$ cat src/rtl/match_timer_pkg.sv
`default_nettype none
// +----------------------------------------------------------------------+
// | match_timer_pkg: shared constants for the match timer and its slices |
// | Revision: 1.0                                                        |
// +----------------------------------------------------------------------+
package match_timer_pkg;

  localparam int SLICE_W = 8;

  localparam logic [1:0] IDLE = 2'b00;
  localparam logic [1:0] RUN  = 2'b01;
  localparam logic [1:0] DONE = 2'b10;

  function automatic bit valid_width(input int w);
    return (w >= SLICE_W) && ((w % SLICE_W) == 0);
  endfunction

endpackage
`default_nettype wire

$ cat src/rtl/match_timer_if.sv
`default_nettype none
// +----------------------------------------------------------------------+
// | match_timer_if: command/status bundle between a host and match_timer |
// | Revision: 1.0                                                        |
// +----------------------------------------------------------------------+
interface match_timer_if #(
  parameter int WIDTH = 8
);
  logic             en;
  logic             start;
  logic             stop;
  logic             oneshot;
  logic             load;
  logic [WIDTH-1:0] d;
  logic             clr;
  logic [WIDTH-1:0] q;
  logic             match;
  logic             flag;
  logic             running;

  modport master (
    output en, start, stop, oneshot, load, d, clr,
    input  q, match, flag, running
  );

  modport slave (
    input  en, start, stop, oneshot, load, d, clr,
    output q, match, flag, running
  );
endinterface
`default_nettype wire

$ cat src/rtl/match_cmp_slice.sv
`default_nettype none
// +----------------------------------------------------------------------+
// | match_cmp_slice: 8-bit equality slice with mismatch cascade in/out   |
// | Revision: 1.0                                                        |
// +----------------------------------------------------------------------+
module match_cmp_slice
  import match_timer_pkg::*;
(
  input  wire logic [SLICE_W-1:0] a_i,
  input  wire logic [SLICE_W-1:0] b_i,
  input  wire logic               casc_i,
  output logic                    casc_o
);

  // High means "some slice so far differs"; the chain head is tied low.
  assign casc_o = casc_i | (a_i != b_i);

endmodule
`default_nettype wire

$ cat src/rtl/match_timer.sv
`default_nettype none
// +----------------------------------------------------------------------+
// | match_timer: up-counter with programmable compare, match pulse, flag |
// | Revision: 1.0                                                        |
// +----------------------------------------------------------------------+
module match_timer
  import match_timer_pkg::*;
#(
  parameter int WIDTH = 8
) (
  input  wire logic      clk_i,
  input  wire logic      arst_i,
  match_timer_if.slave   bus
);

  localparam int NSLICE = WIDTH / SLICE_W;

  if (!valid_width(WIDTH)) begin : g_bad_width
    $error("match_timer: WIDTH must be a non-zero multiple of 8");
  end

  logic [1:0]       state_q, state_d;
  logic [WIDTH-1:0] q_q, q_d;
  logic [WIDTH-1:0] cmp_q, cmp_d;
  logic             match_q, match_d;
  logic             flag_q, flag_d;
  logic             running_q, running_d;

  logic [NSLICE:0]  casc;
  logic             eq;

  assign casc[0] = 1'b0;

  for (genvar i = 0; i < NSLICE; i++) begin : g_slice
    match_cmp_slice u_slice (
      .a_i   (q_q[i*SLICE_W +: SLICE_W]),
      .b_i   (cmp_q[i*SLICE_W +: SLICE_W]),
      .casc_i(casc[i]),
      .casc_o(casc[i+1])
    );
  end

  assign eq = ~casc[NSLICE];

  always_ff @(posedge clk_i or posedge arst_i) begin
    if (arst_i) begin
      state_q   <= IDLE;
      q_q       <= '0;
      cmp_q     <= '1;
      match_q   <= 1'b0;
      flag_q    <= 1'b0;
      running_q <= 1'b0;
    end else begin
      state_q   <= state_d;
      q_q       <= q_d;
      cmp_q     <= cmp_d;
      match_q   <= match_d;
      flag_q    <= flag_d;
      running_q <= running_d;
    end
  end

  // Next state: STOP outranks START, which outranks counting.
  always_comb begin
    state_d = state_q;
    case (state_q)
      IDLE: begin
        if (!bus.stop && bus.start) state_d = RUN;
      end
      RUN: begin
        if (bus.stop)                               state_d = IDLE;
        else if (!bus.start && bus.en && eq && bus.oneshot) state_d = DONE;
      end
      DONE: begin
        if (bus.stop)       state_d = IDLE;
        else if (bus.start) state_d = RUN;
      end
      default: state_d = IDLE;
    endcase
  end

  always_comb begin
    q_d     = q_q;
    match_d = 1'b0;
    case (state_q)
      IDLE: begin
        if (!bus.stop && bus.start) q_d = '0;
      end
      RUN: begin
        if (bus.stop) begin
          q_d = q_q;
        end else if (bus.start) begin
          q_d = '0;
        end else if (bus.en) begin
          if (eq) begin
            q_d     = '0;
            match_d = 1'b1;
          end else begin
            q_d = q_q + {{(WIDTH-1){1'b0}}, 1'b1};
          end
        end
      end
      DONE:    q_d = '0;
      default: q_d = '0;
    endcase
    // A match in the same cycle as CLR leaves the flag set.
    flag_d    = match_d | (flag_q & ~bus.clr);
    running_d = (state_d == RUN);
    cmp_d     = bus.load ? bus.d : cmp_q;
  end

  assign bus.q       = q_q;
  assign bus.match   = match_q;
  assign bus.flag    = flag_q;
  assign bus.running = running_q;

endmodule
`default_nettype wire

$ cat src/flat_wrapper.sv
// flat-port wrapper written by rule: the top's interface ports become plain ports
module match_timer_flat import match_timer_pkg::*;
#(
  parameter int WIDTH = 8
)
  (clk_i, arst_i, bus_en, bus_start, bus_stop, bus_oneshot, bus_load, bus_d, bus_clr, bus_q, bus_match, bus_flag, bus_running);
  match_timer_if #(.WIDTH(WIDTH)) bus_i ();
  input  wire logic clk_i;
  input  wire logic arst_i;
  input wire logic [$bits(bus_i.en)-1:0] bus_en;
  input wire logic [$bits(bus_i.start)-1:0] bus_start;
  input wire logic [$bits(bus_i.stop)-1:0] bus_stop;
  input wire logic [$bits(bus_i.oneshot)-1:0] bus_oneshot;
  input wire logic [$bits(bus_i.load)-1:0] bus_load;
  input wire logic [$bits(bus_i.d)-1:0] bus_d;
  input wire logic [$bits(bus_i.clr)-1:0] bus_clr;
  output wire logic [$bits(bus_i.q)-1:0] bus_q;
  output wire logic [$bits(bus_i.match)-1:0] bus_match;
  output wire logic [$bits(bus_i.flag)-1:0] bus_flag;
  output wire logic [$bits(bus_i.running)-1:0] bus_running;
  assign bus_i.en = bus_en;
  assign bus_i.start = bus_start;
  assign bus_i.stop = bus_stop;
  assign bus_i.oneshot = bus_oneshot;
  assign bus_i.load = bus_load;
  assign bus_i.d = bus_d;
  assign bus_i.clr = bus_clr;
  assign bus_q = bus_i.q;
  assign bus_match = bus_i.match;
  assign bus_flag = bus_i.flag;
  assign bus_running = bus_i.running;
  match_timer #(.WIDTH(WIDTH)) u_core (.clk_i(clk_i), .arst_i(arst_i), .bus(bus_i));
endmodule
$ cat config.mk
export PLATFORM = sky130hd
export DESIGN_NAME = match_timer_flat
export DESIGN_NICKNAME = d
export VERILOG_FILES = /design/src/rtl/match_timer_pkg.sv /design/src/rtl/match_timer_if.sv /design/src/rtl/match_cmp_slice.sv /design/src/rtl/match_timer.sv /design/src/flat_wrapper.sv
export SDC_FILE = /design/constraint.sdc
export NUM_CORES = 1
export LEC_CHECK = 0
export ABC_CLOCK_PERIOD_IN_PS = 2600
export CORE_AREA = 2 2 53 55
export CTS_BUF_LIST = sky130_fd_sc_hd__clkbuf_2 sky130_fd_sc_hd__clkbuf_4 sky130_fd_sc_hd__clkbuf_8
export CTS_CLUSTER_SIZE = 25
export DETAILED_ROUTE_END_ITERATION = 16
export DIE_AREA = 0 0 55 57
export PLACE_DENSITY = 0.74
export REMOVE_ABC_BUFFERS = 1
export SLEW_MARGIN = 0
export SYNTH_ARGS = -nofsm -noshare
export SYNTH_HDL_FRONTEND = slang
export SYNTH_HIERARCHICAL = 1
export SYNTH_SLANG_ARGS = --single-unit
$ cat constraint.sdc
create_clock -name clk_i -period 2.6 [get_ports clk_i]
set_clock_uncertainty 0.15 [all_clocks]
set_input_delay 0.26 -clock clk_i [delete_from_list [all_inputs] [get_ports clk_i]]
set_output_delay 0.26 -clock clk_i [all_outputs]
set_load 0.1 [all_outputs]
==> summary by stage <==
Cells and area
The cell area after layout is about 1400 um2. The number of antenna diodes is 0. The final core utilization is a little over half. The number of fillers in the final layout is 243. In the layout the commonest cells are clkdlybuf4s50_1 (15), dfrtp_1 (13), buf_4 (11), nand2_1 (9).

The post-route netlist has a little under 30% of its cells at a drive strength greater than 1. For this run, the number of standard cells in the final layout without fillers is ~150. Leaving out fill and tap cells, the most frequent cell in the layout is clkdlybuf4s50_1.

The net count of the finished layout is 140. The growth of design area from synthesis to finish is 25.3%.

Pwr
The total net switching power is around 0.00017 W. The maximum vdd ir drop is roughly 0.00037 V. The internal portion of the total power is approximately 0.00048 W. The clock group share of total power is 25.9%. The power per cell area is roughly 470 nW/um2. The leakage component of the power is between 0.5 and 0.6 nW. Sequential cells burn 57.1% of the power.

The switching part of the total power is a little over a quarter. The logic gate share of total power is approximately 17%.

CTS
The total clock buffers created by CTS is 3. For this design, the sink count on the clock tree is 21. The later pin in the worst-skew pair is clocked with a latency of around 300 ps. The clock-pin slew of the registers on the worst-case setup and hold paths is between 100 and 150 ps. The CTS tree is yes.

Clock tree synthesis selected as its root buffer the cell clkbuf_4. CTS built an H-tree with a depth of 1. In this run, post-CTS hold repair placed 0 buffers. In this run the deepest clock path goes through 2 buffers. The number of gates given a new drive strength after cts is 0. Post-CTS timing repair inserted 0 buffers for setup.

Timing
Setup repair after global routing left no endpoint under its margin. The maximum operating frequency is 457 MHz. Setup violations remaining at the end of the flow were counted as 0. The least setup slack across all paths after layout is around 400 ps. After layout, the worst path uses ~84% of the clock period. The sum of negative setup slack is 0 ps. The worst path in the final design needs a cycle of around 2200 ps, including I/O delays and setup.

The total count of hold-check failures in the final report is 0. The count of final max-slew check failures is 0. The remaining max-slew budget at the tightest pin is between 40% and 50%. The transition at the pin with the smallest max-transition slack is 798 ps.

Synth
After synthesis the netlist holds a flip-flop and latch count of 21. The top cell type's share of synthesized area is between 20 and 30%. Summing every instance area after synthesis gives approximately 1100 um2. Dividing the synthesized area by the synthesized cell count gives about 11 um2. The async set-reset flop share out of synthesis is between 90% and 100%. Yosys printed 6 warnings. The post-synthesis cell type with the largest combined area is dfrtp_1.

The predominant post-synthesis flop cell is dfrtp_1. The number of unique standard cell types used by synthesis is 35. The share of synthesized area occupied by flip-flops and latches is between 40% and 50%. The synthesized design contains 0 enable-type register cells.

By area the synthesized netlist is led by dfrtp_1 (30%), dfstp_2 (19%), mux2_2 (8.3%). After technology mapping, the gate count stands at 95.

Floorplan
The core region is approximately 2600 um2. The horizontal die dimension is 55 um. The die covers 3140 um2. The die height is ~57 um. The number of placement rows is 19. In this run the count of I/O pins placed on the die edge is 27. For this configuration, the core starts out at a cell density of about two fifths.

GRT
The number of global-route vias before repair is 766. The number of antenna violations at the first check in global routing is 0. The final global-route overflow total is 0.

The maximum number of pins on one net before global-route repair is 22. Across every metal layer, demand over resource in global routing totals 15.8%. The first-pass GRT wire length is ~3.5 mm.

Placement
Counting tap cells, the placed design contains a total of 149 instances. Before CTS, the worst setup slack after placement is 426 ps. Once placement finished, the instance area stood at about 1300 um2. The detailed placer's ending HPWL is between 1.5 and 2 mm.

In this run the tool buffered the top-level ports with 26 buffer cells. The congestion estimate from routability-driven global placement came to 0.770.

Route
The first detailed-routing pass ran for 4 iterations. Across all layers, the routed design uses between 800 and 900 vias. The first routing iteration left 14 violations.

After detailed routing, the number of remaining DRC violations is 0. Using the TritonRoute via totals, the vias-per-cell ratio works out to ~5.5. Once detail routing completed, the nets flagged for antenna violations numbered 0. After detailed routing, the average wire length per cell comes to 14.4 um.

After detailed routing, the total wire length is about 2.2 mm.

Job
Across the run, the number of max-cap violations was 0.

Critical path
The type of the worst setup path is flip-flop to flip-flop. The kind of capture point of the worst setup path is a flip-flop. The cell at the slowest stage of the critical path is dfstp_2. The critical path goes through xnor2_1, nand3_1, or4_1, and4bb_4, o21a_1, o21ai_0, o41ai_2. Data on the critical path is required at its endpoint by 2640 ps. The worst setup path is launched from a flip-flop. In this design, the stage delay of the slowest critical-path cell is between 500 and 600 ps. Data arrives at the worst endpoint at about 2200 ps. The maximum fanout along the worst path is 7.

Min path
The path class of the tightest hold or removal check is input pin to async pin.

Run status
The run finished with clean final reports.
## worst paths after layout
path                                  from               to  slack (ps)  cells past startpoint
min in group clk_i         u_core/bus.flag  u_core/bus.flag         350                      1
min reg2reg                u_core/bus.flag  u_core/bus.flag         350                      1
max                        u_core/cmp_q[1]  u_core/bus.q[6]         410                      7
min                                 arst_i  u_core/bus.flag         260                      2
max in group asynchronous           arst_i  u_core/bus.q[3]        1550                      2
max reg2reg                u_core/cmp_q[1]  u_core/bus.q[6]         410                      7
## through the flow
| stage | power [W] | hold WS (ps) |
|---|---|---|
| 2_1_floorplan | 0.000442 | 80.6 |
| 3_3_place_gp | 0.000482 | 310 |
| 3_5_place_dp | 0.000485 | 334 |
| 4_1_cts | 0.000655 | 275 |
| 5_1_grt | 0.000676 | 329 |
| 6_report | 0.000645 | 256 |
## layout make-up
class	instances	area (um2)	area share (%)
multi-input combinational	69	519	38.1
timing repair buffer	26	233	17.1
clock buffer	4	30.0	2.20
tap	31	38.8	2.84
sequential	21	536	39.3
inverter	2	7.51	0.550
## power by group through the flow
stage / Combinational [W] / Sequential (W) / Clock, W
floorplan: 0.0000471 / 0.000394 / 0
global placement: 0.000109 / 0.000374 / 0
detailed placement: 0.000111 / 0.000374 / 0
CTS: 0.000111 / 0.000368 / 0.000176
global route: 0.000118 / 0.000371 / 0.000187
finish: 0.000110 / 0.000368 / 0.000167
## metal layers
metal | vias to the layer above | part of all wire, % | global-route usage, %
met5 | - | 0 | 0
met4 | 0 | 0.41 | 4.18
met3 | 2 | 8.6 | 5.50
met2 | 31 | 49 | 24.1
met1 | 410 | 42 | 21.1
li1 | 397 | - | -
## state kept, by name, summed over array words and instances (netlist names)
signal              count
u_core/bus.flag         1
u_core/bus.match        1
u_core/bus.q            8
u_core/bus.running      1
u_core/cmp_q            8
u_core/state_q          2
## Yosys cell counts (2+ instances only)
cell,number
dfrtp_1,13
nand2_1,9
dfstp_2,8
mux2_2,8
o21ai_0,7
xnor2_1,7
nand3_1,6
nor2_1,3
a211oi_1,2
buf_6,2
inv_1,2
nand2b_1,2
o31ai_1,2
o41ai_2,2
or4_1,2
## critical path, delay by kind of cell (launching register included)
kind / cells / cell delay, ps
flip-flops: 1 / 550
XOR/XNOR: 1 / 110
AO/OA/AOI/OAI: 3 / 380
AND/OR/NAND/NOR: 3 / 880
## logic make-up (layout without fill, tap and decap cells)
logic type / Yosys count / after routing / synth area share, %
and+or+nand+nor: 30 / 30 / 16.7
other: 1 / 1 / 0.344
muxes: 8 / 8 / 8.28
adders and majority gates: 1 / 1 / 1.15
AOI/OAI and AO/OA: 21 / 21 / 14.8
xor gates and xnor gates: 8 / 8 / 6.44
DFF: 21 / 21 / 49.2
buffers and inverters: 5 / 32 / 3.10
(Power assumes the default switching activity.)
